`config.mk`:
```
export PLATFORM = sky130hd
export DESIGN_NAME = decode_execute_reg
export DESIGN_NICKNAME = d
export VERILOG_FILES = /design/src/rtl/decode_execute_reg_pkg.sv /design/src/rtl/decode_execute_reg_operand_bypass.sv /design/src/rtl/decode_execute_reg.sv
export SDC_FILE = /design/constraint.sdc
export NUM_CORES = 1
export LEC_CHECK = 0
export ABC_AREA = 1
export BUFFER_PORTS_ARGS = -buffer_cell sky130_fd_sc_hd__buf_2
export CAP_MARGIN = 20
export CORE_ASPECT_RATIO = 0.8
export CORE_MARGIN = 2
export CORE_UTILIZATION = 42
export CTS_CLUSTER_DIAMETER = 30
export DETAILED_ROUTE_END_ITERATION = 12
export HOLD_SLACK_MARGIN = 0.05
export PLACE_DENSITY = 0.83
export SYNTH_ARGS = -nofsm -noshare
export SYNTH_HDL_FRONTEND = slang
export SYNTH_SLANG_ARGS = --single-unit
```
`constraint.sdc`:
```
create_clock -name clock -period 1.7 [get_ports clock]
set_input_delay 0.255 -clock clock [delete_from_list [all_inputs] [get_ports clock]]
set_output_delay 0.255 -clock clock [all_outputs]
set_load 0.005 [all_outputs]
```
`src/rtl/decode_execute_reg_pkg.sv`:
```
// Shared definitions for the ID/EX pipeline register: control-bundle bit
// positions, the hard-wired zero register, and the per-edge action encoding.
package decode_execute_reg_pkg;

    // Control bundle layout, common to decode and execute.
    localparam int CTRL_W          = 12;
    localparam int CTRL_REG_WRITE  = 0;
    localparam int CTRL_MEM_READ   = 1;
    localparam int CTRL_MEM_WRITE  = 2;
    localparam int CTRL_MEM_TO_REG = 3;
    localparam int CTRL_ALU_SRC    = 4;
    localparam int CTRL_BRANCH     = 5;
    localparam int CTRL_JUMP       = 6;
    localparam int CTRL_ALU_OP_LSB = 7;
    localparam int CTRL_ALU_OP_MSB = 10;
    localparam int CTRL_LINK       = 11;

    // Register 0 reads as zero and is never a bypass target.
    localparam int ZERO_REG = 0;

    // What the register does on a given edge, once reset has been excluded.
    typedef enum logic [1:0] {
        ACT_LOAD  = 2'd0,
        ACT_HOLD  = 2'd1,
        ACT_FLUSH = 2'd2
    } stage_act_e;

endpackage : decode_execute_reg_pkg

```
`src/rtl/decode_execute_reg_operand_bypass.sv`:
```
// Combinational write-back bypass for one operand. The reg_file commits on the
// clock edge, so a read in the same cycle as a write returns the old value;
// this substitutes the write-back data when the IDs match (never for r0).
module operand_bypass
    import decode_execute_reg_pkg::*;
#(
    parameter int DATA_W   = 32,
    parameter int REG_ID_W = 5
) (
    input  logic [REG_ID_W-1:0] sel_id,
    input  logic [DATA_W-1:0]   cur_val,
    input  logic                wb_write,
    input  logic [REG_ID_W-1:0] wb_reg_id,
    input  logic [DATA_W-1:0]   wb_val,
    output logic [DATA_W-1:0]   val
);

    logic hit;

    // Match on a live write to a non-zero register with the selected ID.
    always_comb begin
        hit = wb_write && (wb_reg_id == sel_id) && (sel_id != REG_ID_W'(ZERO_REG));
        val = hit ? wb_val : cur_val;
    end

endmodule : operand_bypass

```
`src/rtl/decode_execute_reg.sv`:
```
// ID/EX pipeline register. Captures the decode bundle, keeps both operands
// coherent with a same-cycle write-back on capture and while stalled, inserts
// bubbles on flush or invalid decode, and counts those bubbles (saturating).
module decode_execute_reg
    import decode_execute_reg_pkg::*;
#(
    parameter int DATA_W   = 32,
    parameter int REG_ID_W = 5,
    parameter int CTRL_W   = decode_execute_reg_pkg::CTRL_W,
    parameter int COUNT_W  = 16
) (
    input  logic                clock,
    input  logic                reset_n,
    input  logic                stall,
    input  logic                flush,
    input  logic                in_valid,
    input  logic [REG_ID_W-1:0] in_rs_id,
    input  logic [REG_ID_W-1:0] in_rt_id,
    input  logic [REG_ID_W-1:0] in_rd_id,
    input  logic [DATA_W-1:0]   in_rs_val,
    input  logic [DATA_W-1:0]   in_rt_val,
    input  logic [DATA_W-1:0]   in_imm,
    input  logic [CTRL_W-1:0]   in_ctrl,
    input  logic                wb_write,
    input  logic [REG_ID_W-1:0] wb_reg_id,
    input  logic [DATA_W-1:0]   wb_val,
    output logic                out_valid,
    output logic [REG_ID_W-1:0] out_rs_id,
    output logic [REG_ID_W-1:0] out_rt_id,
    output logic [REG_ID_W-1:0] out_rd_id,
    output logic [DATA_W-1:0]   out_rs_val,
    output logic [DATA_W-1:0]   out_rt_val,
    output logic [DATA_W-1:0]   out_imm,
    output logic [CTRL_W-1:0]   out_ctrl,
    output logic [COUNT_W-1:0]  bubble_count
);

    logic                valid_q,  valid_d;
    logic [REG_ID_W-1:0] rs_id_q,  rs_id_d;
    logic [REG_ID_W-1:0] rt_id_q,  rt_id_d;
    logic [REG_ID_W-1:0] rd_id_q,  rd_id_d;
    logic [DATA_W-1:0]   rs_val_q, rs_val_d;
    logic [DATA_W-1:0]   rt_val_q, rt_val_d;
    logic [DATA_W-1:0]   imm_q,    imm_d;
    logic [CTRL_W-1:0]   ctrl_q,   ctrl_d;
    logic [COUNT_W-1:0]  count_q,  count_d;

    stage_act_e          act;
    logic                bubble_inc;

    logic [REG_ID_W-1:0] rs_sel_id, rt_sel_id;
    logic [DATA_W-1:0]   rs_cur,    rt_cur;
    logic [DATA_W-1:0]   rs_byp,    rt_byp;

    // Flush beats stall; stall beats load.
    always_comb begin
        if (flush) begin
            act = ACT_FLUSH;
        end else if (stall) begin
            act = ACT_HOLD;
        end else begin
            act = ACT_LOAD;
        end
    end

    // One bypass per operand, shared by capture (decode inputs) and hold
    // (currently registered ID/value).
    always_comb begin
        if (act == ACT_HOLD) begin
            rs_sel_id = rs_id_q;
            rt_sel_id = rt_id_q;
            rs_cur    = rs_val_q;
            rt_cur    = rt_val_q;
        end else begin
            rs_sel_id = in_rs_id;
            rt_sel_id = in_rt_id;
            rs_cur    = in_rs_val;
            rt_cur    = in_rt_val;
        end
    end

    operand_bypass #(
        .DATA_W   (DATA_W),
        .REG_ID_W (REG_ID_W)
    ) u_rs_bypass (
        .sel_id    (rs_sel_id),
        .cur_val   (rs_cur),
        .wb_write  (wb_write),
        .wb_reg_id (wb_reg_id),
        .wb_val    (wb_val),
        .val       (rs_byp)
    );

    operand_bypass #(
        .DATA_W   (DATA_W),
        .REG_ID_W (REG_ID_W)
    ) u_rt_bypass (
        .sel_id    (rt_sel_id),
        .cur_val   (rt_cur),
        .wb_write  (wb_write),
        .wb_reg_id (wb_reg_id),
        .wb_val    (wb_val),
        .val       (rt_byp)
    );

    // Next-state selection for the bundle and the bubble counter.
    always_comb begin
        valid_d    = valid_q;
        rs_id_d    = rs_id_q;
        rt_id_d    = rt_id_q;
        rd_id_d    = rd_id_q;
        rs_val_d   = rs_val_q;
        rt_val_d   = rt_val_q;
        imm_d      = imm_q;
        ctrl_d     = ctrl_q;
        bubble_inc = 1'b0;

        unique case (act)
            ACT_FLUSH: begin
                valid_d    = 1'b0;
                rs_id_d    = '0;
                rt_id_d    = '0;
                rd_id_d    = '0;
                rs_val_d   = '0;
                rt_val_d   = '0;
                imm_d      = '0;
                ctrl_d     = '0;
                bubble_inc = 1'b1;
            end
            ACT_HOLD: begin
                // Fields hold, but a held operand still tracks write-back so a
                // long stall cannot leave a stale value behind.
                rs_val_d = rs_byp;
                rt_val_d = rt_byp;
            end
            default: begin
                valid_d    = in_valid;
                rs_id_d    = in_rs_id;
                rt_id_d    = in_rt_id;
                rd_id_d    = in_rd_id;
                rs_val_d   = rs_byp;
                rt_val_d   = rt_byp;
                imm_d      = in_imm;
                ctrl_d     = in_valid ? in_ctrl : '0;
                bubble_inc = !in_valid;
            end
        endcase

        // Saturate rather than wrap so a long run still reads as "many".
        if (bubble_inc && (count_q != {COUNT_W{1'b1}})) begin
            count_d = count_q + COUNT_W'(1);
        end else begin
            count_d = count_q;
        end
    end

    // State update with synchronous active-low reset.
    always_ff @(posedge clock) begin
        if (!reset_n) begin
            valid_q  <= 1'b0;
            rs_id_q  <= '0;
            rt_id_q  <= '0;
            rd_id_q  <= '0;
            rs_val_q <= '0;
            rt_val_q <= '0;
            imm_q    <= '0;
            ctrl_q   <= '0;
            count_q  <= '0;
        end else begin
            valid_q  <= valid_d;
            rs_id_q  <= rs_id_d;
            rt_id_q  <= rt_id_d;
            rd_id_q  <= rd_id_d;
            rs_val_q <= rs_val_d;
            rt_val_q <= rt_val_d;
            imm_q    <= imm_d;
            ctrl_q   <= ctrl_d;
            count_q  <= count_d;
        end
    end

    assign out_valid    = valid_q;
    assign out_rs_id    = rs_id_q;
    assign out_rt_id    = rt_id_q;
    assign out_rd_id    = rd_id_q;
    assign out_rs_val   = rs_val_q;
    assign out_rt_val   = rt_val_q;
    assign out_imm      = imm_q;
    assign out_ctrl     = ctrl_q;
    assign bubble_count = count_q;

endmodule : decode_execute_reg

```
==> results.toml <==
[cells_and_area]
final_common_cell = "nand2_1"
antenna_cells = 0
synthToLayoutAreaGrowth_pct = 45.9
stdcell_area_um2 = 9540
final_nets = 1472
stdcell_count = 1525
drive_gt1_share_pct = 33.8
most-common-layout-cells = "360 x nand2_1, 305 x buf_2, 144 x nand3_1"

[placed_design]
dp_cells = 1479
dp_slack_ps = -221
io_buffers = 305
place_congestion = 0.879
hpwl_um = 14900
placed_cell_area_um2 = 8440

[setup_path]
r2r_cells = 11
startpoint_type = "flop"
rr_startpoint = "out_rs_id[4]"
timing.rr.end = "out_rs_val[3]"
crit_arrival_ps = 2000
cp_max_fo = 8
crit_start = "out_rs_id[4]"
r2r_slack_ps = 50
worstSetupEndpoint = "out_rs_val[3]"
crit_type = "reg -> reg"
cp_data_required_time_ps = 2050
end_kind = "flop"

[cts]
cts_sinks = 140
clkTransAtPathRegs_ps = 60
clock_path_buffers = 2
cts-root-buf = "clkbuf_16"
htree_levels = 4
clk_latency_ps = 420
cts_buffers = 17
cts_tree = "done"

[route]
dr.pass1.iters = 6
drtIter0Drc = 612
wl_per_cell_um = 15.4
num_vias = 7914
drc = 0
drt-total-wl_um = 23500
vias_per_cell = 5.19
detail-route-antenna-nets = 0

[floorplanning]
die_area_um2 = 16600
core_um2 = 15100
io_pins = 306
row_count = 40
die_x_um = 144
start_util_pct = 43.3
die_h_um = 116

[worst_hold_path]
hold_class = "in -> reg"

[global_route]
grt_first_pass_wirelength_um = 33300
grt_pass1_vias = 6982
grt_overflow_total = 0
grt_max_degree = 65
groute.usage.overall_pct = 24.8
antenna_found_initial = 1

[sta]
timing.final.ws_setup_ps = 51.3
period_share_pct = 97.0
skew_ps = 9.13
setup_viol = 0
worstMarginPinSlew_ps = 613
fin_crit_ps = 1650
hold_viol_final = 0
slew_violations = 0
slew-limit-headroom_pct = 59.1
timing.fmax_mhz = 607

[synth]
yosysSeqAreaShare_pct = 42.8
synth_top_area_share_pct = 42.8
async_flop_share_pct = 0
synthTopCellsByArea = "dfxtp_1 43%, nand2_1 21%, nand3_1 11%, a21oi_1 10%, inv_1 3.5%"
avgSynthCellArea_um2 = 6.61
ys_ff_latch = 140
synth_area_um2 = 6540
yosys_warnings = 0
synth_cell_types = 30
synth_edf_count = 0
syn_inst = 990
syn-num-nets = 1157
yosysTopAreaCell = "dfxtp_1"
synth-main-ff-cell = "dfxtp_1"

[power_and_ir_drop]
power_density_nw_per_um2 = 887
ir_drop_v = 0.000753
p_leak_nw = 4.83

[run_status]
outcome = "completed"

[job]
cap_violations = 0
## metrics by stage
stage          utilization, %  power, mW  hold slack, ps  TNS, ps
2_1_floorplan               -       4.07             393        0
3_3_place_gp             55.8       4.56             444    -9280
3_5_place_dp             55.8       4.58             450   -11290
4_1_cts                  59.9       8.40            64.0        0
5_1_grt                  63.1       8.78            79.6     -177
6_report                 63.1       8.47            78.4        0
## cell type report
| type | instances | area, µm² |
|---|---|---|
| fillers | 1335 | 5570 |
| clock buffers | 20 | 467 |
| inverters | 65 | 246 |
| repair buffers | 360 | 2250 |
| flip-flops and latches | 140 | 2810 |
| clock inverters | 9 | 139 |
| well taps | 210 | 263 |
| multi-input cells | 721 | 3370 |
## routing by layer
layer	global-route usage [%]	share of wire, %	vias to the layer above
li1	-	-	3827
met1	31.4	41	3581
met2	41.3	46	439
met3	6.24	10	65
met4	8.95	2.7	2
met5	0	0.068	-
## cell usage after synthesis (2+ instances only)
cell / count
xor2_1: 2
nor3_1: 7
clkbuf_1: 37
buf_4: 7
nand2_2: 4
inv_2: 3
buf_2: 10
buf_1: 7
nor2_1: 23
nand2_1: 370
nand3_1: 150
a21oi_1: 137
dfxtp_1: 140
buf_6: 4
inv_1: 61
o21ai_0: 11
nand4_1: 4
## power breakdown
part	switching (mW)	internal, mW	leakage, nW
clock	1.44	2.41	0.287
sequential	0.0620	3.40	1.14
combinational	0.676	0.486	3.40
## cells by family (layout without fill, tap and decap cells)
logic type / after synthesis / after routing / synth area share (%)
buf+inv: 130 / 454 / 8.51
simple gates: 565 / 566 / 36.4
xor+xnor: 3 / 3 / 0.402
flops: 140 / 140 / 42.8
fa+ha+maj: 1 / 1 / 0.191
compound gates: 151 / 151 / 11.6
## flip-flops by register name (all words and copies together), names as in the netlist
register	cells
bubble_count	16
out_ctrl	12
out_imm	32
out_rd_id	5
out_rs_id	5
out_rs_val	32
out_rt_id	5
out_rt_val	32
out_valid	1
## how the worst min path moves through the flow
stage,from,endpoint,slack (ps),depth (start not counted)
2_1_floorplan,reset_n,bubble_count[0],390,2
3_3_place_gp,out_imm[30],out_imm[30],440,2
3_5_place_dp,out_rd_id[0],out_rd_id[0],450,2
4_1_cts,in_ctrl[5],out_ctrl[5],60,3
5_1_grt,in_rd_id[4],out_rd_id[4],80,3
6_report,in_ctrl[0],out_ctrl[0],80,3
## critical path: stages, from the launching register on
cell       delay (ps)
dfxtp_1           320
nand3_1           110
nand2_1            80
a21boi_2          140
nand3_2           100
nor2_4            160
buf_12            130
nand2_8           100
clkbuf_16         190
nand2_1            60
nand2_1            80
a21oi_2           120
## repair_timing
| item | in CTS | in global routing |
|---|---|---|
| setup buffers | 0 | 4 |
| endpoints found under the setup margin | 3 | 73 |
| gates cloned | 0 | 13 |
| resized for setup | 2 | 45 |
| pin swaps | 0 | 12 |
| hold buffers | 0 | 0 |
Note: power is estimated with default switching activity, not from simulation.
